--- src/rtl/word_serializer.sv ---
// word_serializer: framed parallel-to-serial transmitter (start bit, LSB-first data, stop bit).
// Define WORD_SERIALIZER_PARITY_EN to insert an even-parity bit between the last data bit and the stop bit.
module word_serializer #(
   parameter int WIDTH        = 8,
   parameter int CLKS_PER_BIT = 1
) (
   input  logic             clk_i,
   input  logic             rst_i,
   input  logic             enable_i,
   input  logic [WIDTH-1:0] data_i,
   input  logic             valid_i,
   output logic             ready_o,
   output logic             data_o,
   output logic             busy_o,
   output logic             done_o
);

   // state  | meaning
   // IDLE   | line high, waiting for a word
   // START  | driving the start bit (0)
   // DATA   | driving data bits, LSB first
   // PARITY | driving the even-parity bit
   // STOP   | driving the stop bit (1)
   typedef enum logic [2:0] {
      S_IDLE,
      S_START,
      S_DATA,
`ifdef WORD_SERIALIZER_PARITY_EN
      S_PARITY,
`endif
      S_STOP
   } state_t;

   localparam int TW = (CLKS_PER_BIT > 1) ? $clog2(CLKS_PER_BIT) : 1;
   localparam int IW = (WIDTH > 1) ? $clog2(WIDTH) : 1;

   state_t           r_state, w_state_nxt;
   logic [TW-1:0]    r_timer, w_timer_nxt;
   logic [IW-1:0]    r_idx, w_idx_nxt;
   logic [WIDTH-1:0] r_shift, w_shift_nxt;
   logic             r_data, w_data_nxt;
   logic             r_busy, w_busy_nxt;
   logic             r_done, w_done_nxt;
   logic             w_bit_end;
   logic [WIDTH-1:0] w_rot;

   assign w_bit_end = (r_timer == TW'(CLKS_PER_BIT - 1));
   // Rotating rather than shifting keeps the word's XOR intact for the parity bit.
   assign w_rot     = (r_shift >> 1) | (r_shift << (WIDTH - 1));

   assign ready_o = (r_state == S_IDLE) && enable_i;
   assign data_o  = r_data;
   assign busy_o  = r_busy;
   assign done_o  = r_done;

   always_ff @(posedge clk_i) begin
      if (rst_i) begin
         r_state <= S_IDLE;
         r_timer <= '0;
         r_idx   <= '0;
         r_shift <= '0;
         r_data  <= 1'b1;
         r_busy  <= 1'b0;
         r_done  <= 1'b0;
      end else begin
         r_state <= w_state_nxt;
         r_timer <= w_timer_nxt;
         r_idx   <= w_idx_nxt;
         r_shift <= w_shift_nxt;
         r_data  <= w_data_nxt;
         r_busy  <= w_busy_nxt;
         r_done  <= w_done_nxt;
      end
   end

   always_comb begin
      w_state_nxt = r_state;
      w_timer_nxt = r_timer;
      w_idx_nxt   = r_idx;
      w_shift_nxt = r_shift;
      w_data_nxt  = r_data;
      w_busy_nxt  = r_busy;
      w_done_nxt  = 1'b0;
      if (enable_i) begin
         if (r_state != S_IDLE)
            w_timer_nxt = w_bit_end ? '0 : r_timer + TW'(1);
         case (r_state)
            S_IDLE: begin
               if (valid_i) begin
                  w_shift_nxt = data_i;
                  w_state_nxt = S_START;
                  w_data_nxt  = 1'b0;
                  w_busy_nxt  = 1'b1;
                  w_timer_nxt = '0;
                  w_idx_nxt   = '0;
               end
            end
            S_START: begin
               if (w_bit_end) begin
                  w_state_nxt = S_DATA;
                  w_data_nxt  = r_shift[0];
                  w_idx_nxt   = '0;
               end
            end
            S_DATA: begin
               if (w_bit_end) begin
                  if (r_idx == IW'(WIDTH - 1)) begin
                     w_idx_nxt   = '0;
`ifdef WORD_SERIALIZER_PARITY_EN
                     w_state_nxt = S_PARITY;
                     w_data_nxt  = ^r_shift;
`else
                     w_state_nxt = S_STOP;
                     w_data_nxt  = 1'b1;
`endif
                  end else begin
                     w_idx_nxt   = r_idx + IW'(1);
                     w_shift_nxt = w_rot;
                     w_data_nxt  = w_rot[0];
                  end
               end
            end
`ifdef WORD_SERIALIZER_PARITY_EN
            S_PARITY: begin
               if (w_bit_end) begin
                  w_state_nxt = S_STOP;
                  w_data_nxt  = 1'b1;
               end
            end
`endif
            S_STOP: begin
               if (w_bit_end) begin
                  w_state_nxt = S_IDLE;
                  w_busy_nxt  = 1'b0;
                  w_done_nxt  = 1'b1;
               end
            end
            default: begin
               w_state_nxt = S_IDLE;
               w_data_nxt  = 1'b1;
               w_busy_nxt  = 1'b0;
            end
         endcase
      end
   end

endmodule

--- config.mk ---
export PLATFORM = sky130hd
export DESIGN_NAME = word_serializer
export DESIGN_NICKNAME = d
export VERILOG_FILES = /design/src/rtl/word_serializer.sv
export SDC_FILE = /design/constraint.sdc
export NUM_CORES = 1
export LEC_CHECK = 0
export ABC_AREA = 1
export CORE_ASPECT_RATIO = 1.25
export CORE_UTILIZATION = 55
export CTS_BUF_LIST = sky130_fd_sc_hd__clkbuf_16
export DETAILED_ROUTE_END_ITERATION = 10
export HOLD_SLACK_MARGIN = 0.05
export PLACE_DENSITY = 0.8
export SYNTH_ARGS = -nofsm -noshare
export SYNTH_HDL_FRONTEND = slang
export SYNTH_SLANG_ARGS = --single-unit
--- constraint.sdc ---
create_clock -name clk_i -period 2.79 [get_ports clk_i]
set_clock_uncertainty 0.1 [all_clocks]
set_input_delay 0.4185 -clock clk_i [delete_from_list [all_inputs] [get_ports clk_i]]
set_output_delay 0.4185 -clock clk_i [all_outputs]
set_load 0.03 [all_outputs]
**Yosys cells after proc, flatten, opt, wreduce, memory -nomap -nowiden**

Index checks and enable logic that the tools add are counted.

- Register bits after elaboration: 18
- Word-level logic and storage cells: 62

- Add/sub/neg operators: 2
- Equal/unequal tests: 10
- Muxes and demuxes: 27
- Bitwise operators: 4
- Reduce and logical (&&, ||, !) cells: 12

Operator list:

| kind | count |
|---|---|
| two-way mux 3 bit | 8 |
| two-way mux 8 bit | 3 |
| case mux 8 bit (2 select lines) | 1 |
| AND reduction 5 bit | 3 |
| != test 2 bit (second input constant) | 6 |
| case mux 3 bit (4 select lines) | 1 |
| two-way mux 1 bit | 11 |
| case mux 3 bit (3 select lines) | 1 |
| OR 7 x 8 -> 8 bit | 1 |
| equality test 3 x 2 -> 1 bit (second input constant) | 2 |
| AND reduction 6 bit | 1 |
| nonzero test 3 bit | 2 |
| case mux 1 bit (4 select lines) | 1 |
| AND reduction 4 bit | 1 |
| adder 3 x 1 -> 3 bit (second input constant) | 1 |
| equality test 3 x 1 -> 1 bit (second input constant) | 1 |
| equality test 3 bit (second input constant) | 1 |
| logical NOT 3 bit | 1 |
| inverter 1 bit | 3 |
| case mux 1 bit (3 select lines) | 1 |
| OR reduction 3 bit | 1 |
| nonzero test 2 bit | 1 |
| OR reduction 2 bit | 1 |
| adder 1 bit (second input constant) | 1 |
| logical AND 1 bit | 1 |

**Longest topological paths before layout**

Gate-level depths: netlist (run 1).

- Depth in word-level cells: 5
- Mapped depth: 9
- Depth with buffers taken out: 8

**Worst setup path after synthesis (run 1)**

Ideal clock, no wire load.

- Kind: register -> register
- Start: register r_state[0]
- End: register r_shift[3]
- Library setup time: 113 ps
- Data arrival time: 1358 ps
- Data required time: 2577 ps
- Setup slack: 1219 ps
- Stages on the path, launching flop included: 10
- Buffers on the path: 1
- Period minus slack after synthesis: 1571 ps
- Cells stage by stage: dfxtp_1 > inv_1 > ha_1 > nand2_1 > nand3_2 > nor2_4 > buf_6 > nand2_1 > nand2_1 > nor2_1

- Cells in the longest elaborated chain, start to end: 3
- Elaborated cells on any way between the ends: 8
- Classes of those cells: 4 x eq/ne; 1 x mux; 3 x reduce/logical

Ends and longest elaborated chain:

| item | RTL line | text |
|---|---|---|
| from (decl) | 37 | `state_t r_state, w_state_nxt;` |
| from (signal assigned) | 66 | `r_state <= w_state_nxt;` |
| equality test 3 x 2 -> 1 bit / logical NOT 3 bit (equally long branches) | 87 | `case (r_state)` |
| != test 2 bit (no source line) / nonzero test 2 bit (equally long branches) | -- |  |
| AND reduction 5 bit (no source line) | -- |  |
| to (signal assigned) | 69 | `r_shift <= w_shift_nxt;` |
| to (decl) | 40 | `logic [WIDTH-1:0] r_shift, w_shift_nxt;` |

Several ways; a longest one is shown, not always the timed one.
A chain may end at the register's enable or synchronous reset.

**Final worst setup path (run 1)**

- Start: input enable_i
- End: output ready_o

- Cells in the longest elaborated chain, start to end: 1

Ends and longest elaborated chain:

| item | RTL line | text |
|---|---|---|
| from (decl) | 9 | `input logic enable_i,` |
| logical AND 1 bit | 51 | `assign ready_o = (r_state == S_IDLE) && enable_i;` |
| to (decl) | 12 | `output logic ready_o,` |

No other way between the ends.

==> results of run 1 <==
==> worst reg2reg max path, stage by stage (launching register included) <==
cell and delay, ns:
dfxtp_1 0.42, inv_1 0.09, ha_1 0.40, nand2_1 0.23
nand3_2 0.14, nor2_4 0.31, nand2_1 0.09, nand2_1 0.07
nor2_1 0.05
==> per-stage QoR <==
stage                     utilization, %  instances
after floorplan                        -        144
after global placement              69.1        174
after detailed placement            69.1        174
after CTS                           74.0        178
after global routing                74.0        178
final                               74.0        178
==> worst max path at each step <==
stage,start,to,slack (ns),depth (start not counted)
2_1_floorplan,r_state[0],r_shift[3],1.22,9
3_3_place_gp,enable_i,ready_o,0.53,4
3_5_place_dp,enable_i,ready_o,0.51,4
4_1_cts,enable_i,ready_o,0.51,4
5_1_grt,enable_i,ready_o,0.43,4
6_report,enable_i,ready_o,0.51,4
==> synth_stat cells (all sizes together) <==
| library cell | number | area, um2 |
|---|---|---|
| a21boi | 8 | 60.1 |
| a21oi | 2 | 10.0 |
| buf | 2 | 16.3 |
| clkbuf | 1 | 3.75 |
| dfxtp | 17 | 340 |
| ha | 7 | 87.6 |
| inv | 13 | 48.8 |
| nand2 | 45 | 169 |
| nand3 | 7 | 40.0 |
| nand3b | 1 | 7.51 |
| nor2 | 35 | 139 |
| nor3 | 1 | 5.00 |
| nor4 | 1 | 6.26 |
| o21ai | 4 | 20.0 |
==> sequential cells by signal, summed over array words and instances, names as in the netlist <==
register  count
r_state       2
r_shift       8
done_o        1
busy_o        1
r_idx         3
data_o        1
r_timer       1
==> per-layer routing <==
| layer | up-vias | wire (um) | share of wire [%] | track usage (%) |
|---|---|---|---|---|
| li1 | 478 | - | - | - |
| met1 | 392 | 927 | 45 | 33.4 |
| met2 | 17 | 1010 | 49 | 39.2 |
| met3 | 7 | 53 | 2.6 | 5.50 |
| met4 | 0 | 51 | 2.5 | 9.77 |
| met5 | - | 0 | 0 | 0 |
==> cells by family (layout without fill, tap and decap cells) <==
group	Yosys count	after routing	synth area share, %
fa+ha+maj	7	7	9.19
compound gates	14	14	9.45
flops	17	17	35.7
simple gates	90	90	38.5
buf+inv	16	32	7.22
==> power by group <==
| group | switching, mW | internal [mW] | total [mW] |
|---|---|---|---|
| Sequential | 0.0194 | 0.273 | 0.292 |
| Combinational | 0.114 | 0.0776 | 0.192 |
| Clock | 0.0955 | 0.190 | 0.286 |
| Total | 0.229 | 0.541 | 0.770 |
==> layout make-up <==
type / instances / area, um2
Multi-Input combinational cell: 111 / 544
Clock inverter: 1 / 3.75
Sequential cell: 17 / 340
Clock buffer: 3 / 75.1
Fill cell: 134 / 417
Tap cell: 18 / 22.5
Timing Repair Buffer: 15 / 150
Inverter: 13 / 48.8
==> impl_metrics.csv, run 1 <==
group,metric,value,unit
run_status,status,"complete, no violations",
timing,fin_crit,2.28,ns
clock_network,clkTransAtPathRegs,0.05,ns
floorplan,core.rowCount,16,
global_routing,gr-total-overflow,0,
worst_setup_path,regToRegSetupSlack,0.78,ns
layout,syn2layout_area_growth,24.3,%
timing,whs,0.377,ns
layout,diodes,0,
layout,finalNetCount,180,
floorplan,die_w,39.2,um
power,power.total,0.770,mW
logic_synthesis,ys_seq_elements,17,
place,dp_hpwl,1430,um
power,p_leak,0.563,nW
clock_network,root_buffer,"clkbuf_16",
route,vias,894,
power,powerDensity,650,nW/um2
global_routing,grt_pass1_vias,827,
logic_synthesis,syn_area,953,um2
clock_network,postCtsSetupBuffers,0,
timing,rsz0062_at_grt,"no",
layout,drive_gt1_share,3.13,%
worst_setup_path,critPathBufInv,3,
worst_setup_path,start_kind,"input port",
timing,finalSetupViolCount,0,
place,place_area,1110,um2
worst_setup_path,criticalPathCategory,"input port to output port",
route,drc,0,
worst_setup_path,r2r-end,"r_shift[4]",
timing,worstMarginPinSlew,0.546,ns
route,wl_per_cell,11.5,um
clock_network,cts_made_buffers,3,
layout,finalInstanceArea,1180,um2
flow_run,drv_cap,0,
worst_setup_path,rr_worst_depth,8,
logic_synthesis,synth_cells,144,
floorplan,die-area,1910,um2
global_routing,grt_pass1_wl,3470,um
timing,relSlewSlack,63.6,%
clock_network,cts_tree,"built",
min_path,worstHoldPathCells,2,
timing,finalMaxSlewViolations,0,
worst_setup_path,required,2.27,ns
place,gp_congestion,0.758,
route,ant_nets,0,
global_routing,grt_usage,25.3,%
floorplan,core,1600,um2
min_path,hold_start,"r_idx[1]",
timing,finalCritPeriodShare,81.9,%
worst_setup_path,cpPeakStageDelay,0.66,ns
power,vdd_ir_drop_max,0.000421,V
worst_setup_path,slowest_stage,"clkdlybuf4s50_1",
worst_setup_path,cp_top_family,"buffers and inverters",
place,io_buffers,15,
clock_network,clk_latency,0.25,ns
worst_setup_path,cp_max_fo,5,
route,drt_iter0_drc,28,
layout,layout_commonest_cell,"nand2_1",
route,via_per_inst,5.02,
worst_setup_path,cp-end-kind,"output port",
clock_network,clock-sinks,17,
floorplan,start_util,59.5,%
logic_synthesis,yosysSeqAreaShare,35.7,%
worst_setup_path,cpMostUsedCell,"clkdlybuf4s50_1",
min_path,hp-class,"flip-flop to flip-flop",
worst_setup_path,r2r-start,"r_state[0]",
min_path,hold-path-endpoint,"r_idx[1]",
place,post-place-ws,0.513,ns
timing,layout_setup_ws,0.506,ns
timing,max_freq,0.438,GHz
floorplan,io-pin-count,16,
global_routing,grt_max_degree,17,
layout,mostFrequentLayoutCells,"45 x nand2_1, 34 x nor2_1, 17 x dfxtp_1",
clock_network,ctsHoldBuffers,0,
clock_network,clockBufferDepth,2,
clock_network,cts_resized,0,
worst_setup_path,critical_path_arrival,1.77,ns
timing,final.setup.tns,0,ns
logic_synthesis,ys_warn_count,0,
worst_setup_path,cp_cell_sequence,"clkdlybuf4s50_1 -> nand2_1 -> inv_1 -> clkdlybuf4s50_1",
logic_synthesis,synth_nets,163,
floorplan,die_h,48.6,um
clock_network,htree_levels,1,
logic_synthesis,synth_area_per_cell,6.62,um2
route,routed_wl,2040,um
timing,hold_viol,0,
route,drt_first_pass_iters,4,
logic_synthesis,yosysUniqueCellTypes,18,
global_routing,antenna_found_initial,0,
Note: power is estimated with default switching activity, not from simulation.
==> run 2: changes to the inputs <==
CORE_UTILIZATION = 51   (was 55)
PLACE_DENSITY = 0.75   (was 0.8)
clock period = 2.2 ns   (was 2.79 ns; I/O delays follow)
==> impl_metrics.csv, run 2 (same netlist as run 1, synthesis figures left out) <==
group,metric,value,unit
run_status,status,"complete, no violations",
power,pwr-share-comb,25.1,%
worst_setup_path,critical_path_arrival,1.94,ns
route,via_per_inst,4.90,
timing,final.setup.tns,0,ns
power,p_int,0.689,mW
power,clockPowerShare,36.9,%
layout,largest_reg_flops,8,
layout,finalNetCount,182,
layout,diodes,0,
flow_run,drv_cap,0,
clock_network,clkTransAtPathRegs,0.05,ns
floorplan,die_w,40.7,um
worst_setup_path,cp-end-kind,"flip-flop",
route,drt_first_pass_iters,2,
floorplan,io-pin-count,16,
global_routing,gr-total-overflow,0,
clock_network,htree_levels,1,
timing,max_freq,0.528,GHz
floorplan,start_util,54.0,%
global_routing,grt_pass1_vias,817,
worst_setup_path,criticalPathCategory,"flip-flop to flip-flop",
layout,drive_gt1_share,4.32,%
route,ant_nets,0,
layout,fillCellCount,164,
worst_setup_path,cp_max_fo,16,
worst_setup_path,rr_worst_depth,8,
worst_setup_path,start_kind,"flip-flop",
timing,relSlewSlack,66.3,%
place,io_buffers,15,
clock_network,clockBufferDepth,2,
timing,finalMaxSlewViolations,0,
worst_setup_path,cp-endpoint,"r_shift[4]",
global_routing,grt_busiest_layer,"met2",
timing,worstMarginPinSlew,0.504,ns
power,seq_power_share,38.0,%
global_routing,grt_usage,21.9,%
floorplan,core.rowCount,17,
clock_network,root_buffer,"clkbuf_16",
clock_network,clk_latency,0.25,ns
global_routing,use_met3,3.98,%
global_routing,grt_pass1_wl,3150,um
global_routing,use_met1,26.5,%
route,wl_per_cell,10.3,um
place,post-place-ws,0.204,ns
layout,regMostFlops,"r_shift",
timing,finalCritPeriodShare,86.1,%
layout,final_util,68.2,%
min_path,hp-class,"flip-flop to flip-flop",
clock_network,clock-sinks,17,
timing,layout_setup_ws,0.305,ns
place,dp_hpwl,1380,um
worst_setup_path,regToRegSetupSlack,0.31,ns
timing,finalSetupViolCount,0,
timing,rsz0062_at_grt,"no",
layout,syn2layout_area_growth,26.2,%
worst_setup_path,crit_start,"r_state[0]",
layout,mostFrequentLayoutCells,"45 x nand2_1, 34 x nor2_1, 17 x dfxtp_1",
layout,layout.cells.non_filler,181,
global_routing,grt_max_degree,17,
floorplan,die-area,2050,um2
clock_network,ctsHoldBuffers,0,
floorplan,die_h,50.3,um
global_routing,met2_usage,36.2,%
worst_setup_path,r2r-end,"r_shift[4]",
power,switching_share,29.1,%
power,p_leak,0.585,nW
timing,hold_viol,0,
route,drc,0,
layout,biggestRegsByFlops,"r_shift: 8 flops, r_idx: 3 flops, r_state: 2 flops",
route,vias,886,
power,power.total,0.973,mW
place,gp_congestion,0.759,
global_routing,antenna_found_initial,0,
route,drt_iter0_drc,11,
worst_setup_path,r2r-start,"r_state[0]",
timing,fin_crit,1.89,ns
floorplan,core,1770,um2
power,switching_power,0.283,mW
clock_network,cts_made_buffers,3,
layout,layout_commonest_cell,"nand2_1",
route,routed_wl,1860,um
power,vdd_ir_drop_max,0.000512,V
place,placed_cells,177,
worst_setup_path,required,2.24,ns
power,powerDensity,808,nW/um2
clock_network,cts_tree,"built",
## run 2: changes by cell type in the layout (fill, tap and decap cells not counted)
cell	delta
clkdlybuf4s50_1	-1
buf_4	+2
dlymetal6s2s_1	+1
## run 2: worst max-delay path, cell delays in order, from the launching register on
cell and delay [ns]:
dfxtp_1 0.43, inv_1 0.10, ha_1 0.35, nand2_1 0.19, nand3_2 0.12, nor2_4 0.29, nand2_1 0.09, nand2_1 0.07
nor2_1 0.04
## run 2: repair_timing
action                                  in CTS  in global routing
buffers inserted                             0                  0
endpoints found under the setup margin       0                  1
resized for setup                            0                  1
## run 2: worst min-delay path by stage
| stage | end | startpoint | cells after the start |
|---|---|---|---|
| 3_5_place_dp | busy_o | busy_o | 2 |
| 5_1_grt | r_idx[1] | r_idx[1] | 2 |
| 2_1_floorplan | done_o | rst_i | 1 |
| 3_3_place_gp | r_shift[7] | r_shift[7] | 2 |
| 4_1_cts | r_shift[7] | r_shift[7] | 2 |
| 6_report | busy_o | busy_o | 2 |
## run 2: cell type report
type / instances / area, um2 / area share [%]
Clock buffer: 3 / 75.1 / 6.24
Clock inverter: 1 / 3.75 / 0.312
Inverter: 13 / 48.8 / 4.05
Multi-Input combinational cell: 111 / 544 / 45.2
Sequential cell: 17 / 340 / 28.3
Tap cell: 19 / 23.8 / 1.98
Timing Repair Buffer: 17 / 168 / 13.9
## run 2: per-stage QoR
step	instance area, um2	hold slack [ns]
final	1200	0.380
after global routing	1200	0.413
after CTS	1200	0.384
after detailed placement	1120	0.372
after global placement	1120	0.362
after floorplan	953	0.307
## run 2: power by group through the flow
stage               sequential [mW]  clock, mW  combinational [mW]
finish                        0.370      0.359               0.244
detailed placement            0.376          0               0.245
CTS                           0.370      0.361               0.246
global route                  0.375      0.370               0.283
floorplan                     0.382          0               0.170
global placement              0.374          0               0.239
## run 2: routing by layer
metal	vias up	routed length [um]
met2	9	898
met5	-	0
li1	485	-
met4	0	28
met3	5	36
met1	387	901
